[src/rtl/branch_mp_pkg.sv]
// Shared types and helpers for the multi-port branch unit.
// Lane records are sized for the widest supported configuration; narrower builds use the low bits.
package branch_mp_pkg;

    localparam int MAX_VLEN     = 64;
    localparam int MAX_TID_BITS = 8;

    typedef enum logic [1:0] {
        BR_COND = 2'd0,
        JAL     = 2'd1,
        JALR    = 2'd2
    } bu_op_t;

    typedef struct packed {
        logic                    valid;
        logic [MAX_VLEN-1:0]     result;
        logic [MAX_TID_BITS-1:0] trans_id;
        logic                    taken;
        logic [MAX_VLEN-1:0]     target;
        logic                    exc;
        logic                    mispred;
        logic [MAX_VLEN-1:0]     pc;
    } bu_lane_out_t;

    // Distance of a transaction from the commit pointer, modulo 2^bits.
    function automatic logic [MAX_TID_BITS-1:0] age(
        input logic [MAX_TID_BITS-1:0] id,
        input logic [MAX_TID_BITS-1:0] ptr,
        input int unsigned             bits
    );
        logic [MAX_TID_BITS-1:0] mask;
        mask = (MAX_TID_BITS'(1) << bits) - MAX_TID_BITS'(1);
        return (id - ptr) & mask;
    endfunction

endpackage

[src/rtl/bu_lane.sv]
// One branch lane: resolves direction/target, detects misprediction and misaligned targets,
// and registers the result for one cycle.
module bu_lane
    import branch_mp_pkg::*;
#(
    parameter int VLEN          = 64,
    parameter int TRANS_ID_BITS = 3,
    parameter bit RVC           = 1'b1
) (
    input  logic                     clk_i,
    input  logic                     rst_ni,
    input  logic                     flush_i,
    input  logic                     valid_i,
    input  bu_op_t                   op_i,
    input  logic [TRANS_ID_BITS-1:0] trans_id_i,
    input  logic [VLEN-1:0]          pc_i,
    input  logic [VLEN-1:0]          imm_i,
    input  logic [VLEN-1:0]          operand_a_i,
    input  logic                     comp_res_i,
    input  logic                     is_compressed_i,
    input  logic                     pred_taken_i,
    input  logic [VLEN-1:0]          pred_addr_i,
    output bu_lane_out_t             lane
);

    logic [VLEN-1:0] inc;
    logic [VLEN-1:0] link;
    logic [VLEN-1:0] target;
    logic [VLEN-1:0] next_pc;
    logic [VLEN-1:0] pred_pc;
    logic            taken;
    logic            exc;
    logic            mispred;
    bu_lane_out_t    lane_d;

    // An excepting lane never reports a mispredict; the exception path redirects instead.
    always_comb begin
        inc     = is_compressed_i ? VLEN'(2) : VLEN'(4);
        link    = pc_i + inc;
        target  = ((op_i == JALR) ? operand_a_i : pc_i) + imm_i;
        if (op_i == JALR) begin
            target[0] = 1'b0;
        end
        taken   = (op_i != BR_COND) | comp_res_i;
        next_pc = taken ? target : link;
        exc     = taken & ~RVC & target[1];
        pred_pc = pred_taken_i ? pred_addr_i : link;
        mispred = ~exc & (next_pc != pred_pc);

        lane_d          = '0;
        lane_d.valid    = 1'b1;
        lane_d.result   = MAX_VLEN'(link);
        lane_d.trans_id = MAX_TID_BITS'(trans_id_i);
        lane_d.taken    = taken & ~exc;
        lane_d.target   = MAX_VLEN'(target);
        lane_d.exc      = exc;
        lane_d.mispred  = mispred;
        lane_d.pc       = MAX_VLEN'(pc_i);
    end

    always_ff @(posedge clk_i or negedge rst_ni) begin
        if (!rst_ni) begin
            lane <= '0;
        end else if (flush_i || !valid_i) begin
            lane <= '0;
        end else begin
            lane <= lane_d;
        end
    end

endmodule

[src/rtl/branch_unit_mp.sv]
// Multi-port branch unit: NR_PORTS resolving lanes, an oldest-mispredict select across lanes,
// and a pending register holding the oldest mispredict until the frontend flushes.
module branch_unit_mp
    import branch_mp_pkg::*;
#(
    parameter int NR_PORTS      = 2,
    parameter int VLEN          = 64,
    parameter int TRANS_ID_BITS = 3,
    parameter bit RVC           = 1'b1
) (
    input  logic                              clk_i,
    input  logic                              rst_ni,
    input  logic                              flush_i,
    input  logic [TRANS_ID_BITS-1:0]          commit_ptr_i,
    input  logic [NR_PORTS-1:0]               valid_i,
    input  logic [NR_PORTS*2-1:0]             op_i,
    input  logic [NR_PORTS*TRANS_ID_BITS-1:0] trans_id_i,
    input  logic [NR_PORTS*VLEN-1:0]          pc_i,
    input  logic [NR_PORTS*VLEN-1:0]          imm_i,
    input  logic [NR_PORTS*VLEN-1:0]          operand_a_i,
    input  logic [NR_PORTS-1:0]               comp_res_i,
    input  logic [NR_PORTS-1:0]               is_compressed_i,
    input  logic [NR_PORTS-1:0]               pred_taken_i,
    input  logic [NR_PORTS*VLEN-1:0]          pred_addr_i,
    output logic [NR_PORTS-1:0]               result_valid_o,
    output logic [NR_PORTS*VLEN-1:0]          result_o,
    output logic [NR_PORTS*TRANS_ID_BITS-1:0] result_trans_id_o,
    output logic [NR_PORTS-1:0]               update_taken_o,
    output logic [NR_PORTS*VLEN-1:0]          update_target_o,
    output logic [NR_PORTS-1:0]               ex_valid_o,
    output logic [NR_PORTS*VLEN-1:0]          ex_tval_o,
    output logic                              mispredict_valid_o,
    output logic [VLEN-1:0]                   mispredict_pc_o,
    output logic [VLEN-1:0]                   mispredict_target_o,
    output logic [TRANS_ID_BITS-1:0]          mispredict_trans_id_o
);

    localparam logic [0:0] ST_IDLE = 1'b0;
    localparam logic [0:0] ST_HELD = 1'b1;

    bu_lane_out_t lanes [NR_PORTS];

    logic [0:0]              state;
    logic [VLEN-1:0]         pend_pc;
    logic [VLEN-1:0]         pend_target;
    logic [TRANS_ID_BITS-1:0] pend_tid;

    logic [MAX_TID_BITS-1:0] ptr_ext;
    logic [MAX_TID_BITS-1:0] lane_age;
    logic [MAX_TID_BITS-1:0] held_age;
    logic                    cand_found;
    logic [MAX_TID_BITS-1:0] cand_age;
    logic [VLEN-1:0]         cand_pc;
    logic [VLEN-1:0]         cand_target;
    logic [TRANS_ID_BITS-1:0] cand_tid;

    for (genvar i = 0; i < NR_PORTS; i++) begin : g_lane
        bu_lane #(
            .VLEN          (VLEN),
            .TRANS_ID_BITS (TRANS_ID_BITS),
            .RVC           (RVC)
        ) u_lane (
            .clk_i           (clk_i),
            .rst_ni          (rst_ni),
            .flush_i         (flush_i),
            .valid_i         (valid_i[i]),
            .op_i            (bu_op_t'(op_i[i*2 +: 2])),
            .trans_id_i      (trans_id_i[i*TRANS_ID_BITS +: TRANS_ID_BITS]),
            .pc_i            (pc_i[i*VLEN +: VLEN]),
            .imm_i           (imm_i[i*VLEN +: VLEN]),
            .operand_a_i     (operand_a_i[i*VLEN +: VLEN]),
            .comp_res_i      (comp_res_i[i]),
            .is_compressed_i (is_compressed_i[i]),
            .pred_taken_i    (pred_taken_i[i]),
            .pred_addr_i     (pred_addr_i[i*VLEN +: VLEN]),
            .lane            (lanes[i])
        );
    end

    always_comb begin
        result_valid_o    = '0;
        result_o          = '0;
        result_trans_id_o = '0;
        update_taken_o    = '0;
        update_target_o   = '0;
        ex_valid_o        = '0;
        ex_tval_o         = '0;
        for (int i = 0; i < NR_PORTS; i++) begin
            result_valid_o[i]                                   = lanes[i].valid;
            result_o[i*VLEN +: VLEN]                            = lanes[i].result[VLEN-1:0];
            result_trans_id_o[i*TRANS_ID_BITS +: TRANS_ID_BITS] = lanes[i].trans_id[TRANS_ID_BITS-1:0];
            update_taken_o[i]                                   = lanes[i].taken;
            update_target_o[i*VLEN +: VLEN]                     = lanes[i].target[VLEN-1:0];
            ex_valid_o[i]                                       = lanes[i].exc;
            ex_tval_o[i*VLEN +: VLEN]                           = lanes[i].exc ? lanes[i].target[VLEN-1:0] : '0;
        end
    end

    // Strict less-than in ascending lane order gives equal ages to the lower lane.
    always_comb begin
        ptr_ext     = MAX_TID_BITS'(commit_ptr_i);
        lane_age    = '0;
        cand_found  = 1'b0;
        cand_age    = '0;
        cand_pc     = '0;
        cand_target = '0;
        cand_tid    = '0;
        for (int i = 0; i < NR_PORTS; i++) begin
            lane_age = age(lanes[i].trans_id, ptr_ext, TRANS_ID_BITS);
            if (lanes[i].valid && lanes[i].mispred && (!cand_found || lane_age < cand_age)) begin
                cand_found  = 1'b1;
                cand_age    = lane_age;
                cand_pc     = lanes[i].pc[VLEN-1:0];
                cand_target = lanes[i].taken ? lanes[i].target[VLEN-1:0] : lanes[i].result[VLEN-1:0];
                cand_tid    = lanes[i].trans_id[TRANS_ID_BITS-1:0];
            end
        end
        held_age = age(MAX_TID_BITS'(pend_tid), ptr_ext, TRANS_ID_BITS);
    end

    // Younger candidates arriving while HELD are dropped; the pending flush kills them anyway.
    always_ff @(posedge clk_i or negedge rst_ni) begin
        if (!rst_ni) begin
            state       <= ST_IDLE;
            pend_pc     <= '0;
            pend_target <= '0;
            pend_tid    <= '0;
        end else if (flush_i) begin
            state       <= ST_IDLE;
            pend_pc     <= '0;
            pend_target <= '0;
            pend_tid    <= '0;
        end else if (cand_found && (state == ST_IDLE || cand_age < held_age)) begin
            state       <= ST_HELD;
            pend_pc     <= cand_pc;
            pend_target <= cand_target;
            pend_tid    <= cand_tid;
        end
    end

    assign mispredict_valid_o    = (state == ST_HELD);
    assign mispredict_pc_o       = pend_pc;
    assign mispredict_target_o   = pend_target;
    assign mispredict_trans_id_o = pend_tid;

endmodule

[config.mk]
export PLATFORM = sky130hd
export DESIGN_NAME = branch_unit_mp
export DESIGN_NICKNAME = d
export VERILOG_FILES = /design/src/rtl/branch_mp_pkg.sv /design/src/rtl/bu_lane.sv /design/src/rtl/branch_unit_mp.sv
export SDC_FILE = /design/constraint.sdc
export NUM_CORES = 2
export LEC_CHECK = 0
export BUFFER_PORTS_ARGS = -buffer_cell sky130_fd_sc_hd__clkbuf_2
export CAP_MARGIN = 10
export CORE_UTILIZATION = 25
export CTS_BUF_LIST = sky130_fd_sc_hd__clkbuf_8
export DETAILED_ROUTE_END_ITERATION = 6
export PLACE_DENSITY = 0.43
export SYNTH_ARGS = -nofsm -noshare
export SYNTH_HDL_FRONTEND = slang
export SYNTH_SLANG_ARGS = --single-unit
[constraint.sdc]
create_clock -name clk_i -period 9.8 [get_ports clk_i]
set_input_delay 1.47 -clock clk_i [delete_from_list [all_inputs] [get_ports clk_i]]
set_output_delay 1.47 -clock clk_i [all_outputs]
set_load 0.02 [all_outputs]
==> summary.txt <==
Status
  • Run status: finished, final reports clean

Logic synthesis
  • Async S/R FF share, synth: 1.000
  • Top cells by count, synth: nor2_1 (551), dfrtp_1 (526), nand2_1 (486)
  • Adder and majority gate portion of the synthesized area: 0.04973
  • Syn Area/Cell: 8.283 µm²
  • Post-Syn Instances: 5352
  • Most used DFF post-synth: dfrtp_1
  • Largest family of logic cells by synthesized area: simple AND/OR/NAND/NOR gates
  • Post-Synth Simple-Gate Area: 0.2191
  • Synth Register Bits: 526
  • Dominant cell type by area after synthesis: dfrtp_1
  • Sequential area share after synthesis: 0.2969
  • Yosys cell types: 113
  • Area fraction of the dominant cell type after synthesis: 0.2969
  • Post-synth EDFFs: 0
  • Ys Warns: 0
  • Synth Area in Compound Gates: 0.1650
  • Largest cells by area after synthesis: dfrtp_1 (30%), buf_4 (6.8%), xnor2_1 (4.9%)
  • Mux contribution to synthesized area: 0.06684
  • Cell area after synthesis: 44330 µm²
  • XOR/XNOR Fraction of Synth Area: 0.09608
  • Most frequent cell after synthesis: nor2_1

Die
  • Initial cell density of the core: 0.2517
  • Rows: 154
  • Chip Width: 423.1 µm
  • Core region area: 176100 µm²
  • Height of the die: 423.1 µm
  • Die area: 179000 µm²
  • Ports: 1064

GRT
  • First-pass GRT wire length: 387200 µm
  • GR peak layer: met2
  • Gr usage total: 0.3169
  • GR Overflow Total: 0
  • Met1 Use GR: 0.4050
  • M3 GR Usage: 0.06038
  • Vias in the first global route: 42.86k
  • Initial antenna violation count: 75
  • M2 GR Usage: 0.4929
  • Largest net degree at the start of global routing: 154

Job
  • Max-capacitance violation count: 0

CTS
  • Post-CTS setup buffers: 0
  • Clock Tree Root: clkbuf_8
  • H-tree depth: 3
  • # hold bufs at CTS: 0
  • CTS tree: yes
  • Post-CTS Resized: 0
  • CTS clock-pin slew for the worst setup and hold paths: 0.08 ns
  • CTS Buffer Depth: 3
  • TritonCTS Buffers: 102
  • Clock sinks: 526
  • Clock Latency Late Sink: 0.90 ns

STA
  • Clock Skew: 0.1117 ns
  • Slew headroom: 0.09294
  • Fin crit share: 0.7250
  • Setup TNS Final: 0 ns
  • RSZ-0062 raised after global routing: no
  • Final hold violations: 0
  • Pins Over Slew Limit: 0
  • Maximum clock rate: 140.8 MHz
  • Worst-Margin Slew: 1.351 ns
  • Hold slack: 0.4918 ns
  • Post-layout minimum cycle time: 7.105 ns
  • Final setup violating endpoints: 0

Critical path
  • CP Launch Type: input port
  • Crit path DAT: 7.78 ns
  • FF-to-FF path depth: 19
  • Critical path class: in2reg
  • CP required: 10.48 ns
  • Critical Path End Type: register
  • CP max FO: 26

Detailed routing
  • Routed vias/inst: 5.412
  • Residual DRC: 0
  • Via Count: 45.00k
  • Drt pass-1 iters: 6
  • Detailed Route WL: 296400 µm
  • Initial drt markers: 5307
  • Avg WL per Cell: 35.65 µm
  • Remaining antenna violation count: 0

Final layout
  • Area Overhead vs Synth: 14.88%
  • Share of cells above drive strength 1: 0.2287
  • Final nets: 6557
  • Cell area after layout: 50930 µm²
  • Final Util: 0.2892

Placement
  • Placed Area: 48670 µm²
  • I/O Buffers: 933
  • Detailed placer's ending HPWL: 244600 µm
  • Final GP Congestion: 1.012

Power
  • VDD IR max: 0.00009497 V
  • Power per cell area: 154.2 nW/µm²
  • Leakage power: 22.46 nW

Worst hold path
  • HP Class: reg2reg
  • Hold Crit Depth: 2
power breakdown:
| part | internal (mW) | leakage, nW | total, mW | switching, mW |
|---|---|---|---|---|
| Sequential | 2.29 | 7.10 | 2.42 | 0.125 |
| Clock | 1.28 | 1.23 | 2.40 | 1.12 |
| Combinational | 0.891 | 14.1 | 3.04 | 2.15 |
cell type report:
| cell class | instances | area, µm² |
|---|---|---|
| antenna | 45 | 112.6 |
| clock buffer | 124 | 1707 |
| clock inverter | 61 | 439.2 |
| fill | 19310 | 125200 |
| inverter | 89 | 337.8 |
| multi-input combinational | 4133 | 27030 |
| sequential | 526 | 13170 |
| tap | 2340 | 2928 |
| timing repair buffer | 997 | 5197 |
path summary, 6_finish.rpt:
| path | from | end | slack (ns) |
|---|---|---|---|
| setup / recovery | op_i[3] | g_lane[1].u_lane.lane[64]$_DFF_PN0_ | 2.70 |
| min in group asynchronous | rst_ni | mispredict_target_o[30]$_DFFE_PN0P_ | 0.67 |
| hold reg to reg | g_lane[0].u_lane.lane[22]$_DFF_PN0_ | mispredict_pc_o[22]$_DFFE_PN0P_ | 0.49 |
| hold / removal | g_lane[0].u_lane.lane[22]$_DFF_PN0_ | mispredict_pc_o[22]$_DFFE_PN0P_ | 0.49 |
| setup reg to reg | g_lane[0].u_lane.lane[131]$_DFF_PN0_ | mispredict_pc_o[29]$_DFFE_PN0P_ | 4.33 |
| max in group asynchronous | rst_ni | mispredict_pc_o[38]$_DFFE_PN0P_ | 7.05 |
critical path, stage by stage:
cell       delay, ns
clkbuf_2        0.14
nor2b_4         0.67
mux2_2          0.41
ha_1            0.21
fa_1            0.46
a211oi_1        0.41
o21ai_0         0.46
nand3_1         0.29
and2_2          0.20
o31ai_1         0.09
xnor2_1         0.89
o221ai_1        0.31
a2111oi_4       0.34
nand4b_1        0.35
or4_1           0.63
o41ai_2         0.30
o211ai_1        0.14
flip-flops by register name, summed over array words and instances (netlist names):
signal / flops
g_lane.u_lane.lane: 394
mispredict_pc_o: 64
mispredict_target_o: 64
mispredict_trans_id_o: 3
mispredict_valid_o: 1
kinds of logic (layout without fill, tap and decap cells):
logic type               count (synthesis)  after routing
flip-flops                             526            526
AND/OR/NAND/NOR                       1981           1981
AO/OA/AOI/OAI                         1113           1113
multiplexers                           281            281
adder cells (fa/ha/maj)                172            172
buffers and inverters                  822           1271
XOR/XNOR                               456            456
other                                    1            175
cell usage in the layout, fill, tap and decap left out, types with 130 or more instances in the layout:
| cell | instances |
|---|---|
| a21oi_1 | 307 |
| nand2_1 | 484 |
| and2_1 | 170 |
| conb_1 | 130 |
| mux2i_1 | 161 |
| ha_1 | 165 |
| nor2_1 | 550 |
| xor2_1 | 190 |
| o21ai_0 | 251 |
| clkbuf_2 | 931 |
| nand3_1 | 245 |
| dfrtp_1 | 524 |
| xnor2_1 | 246 |
layer usage:
layer	share of wire	wire length, µm
met5	0.00038	114
met4	0.069	20490
met1	0.41	120900
met3	0.076	22590
met2	0.45	132300
metrics by stage:
stage | cells | setup WS [ns] | power [mW]
floorplan | 5481 | 3.509 | 4.144
global placement | 8084 | 2.121 | 5.442
detailed placement | 8085 | 2.189 | 5.417
CTS | 8270 | 3.066 | 7.849
global route | 8302 | 2.577 | 8.114
finish | 8315 | 2.695 | 7.855
No activity file was read; power rests on OpenSTA's default activity.
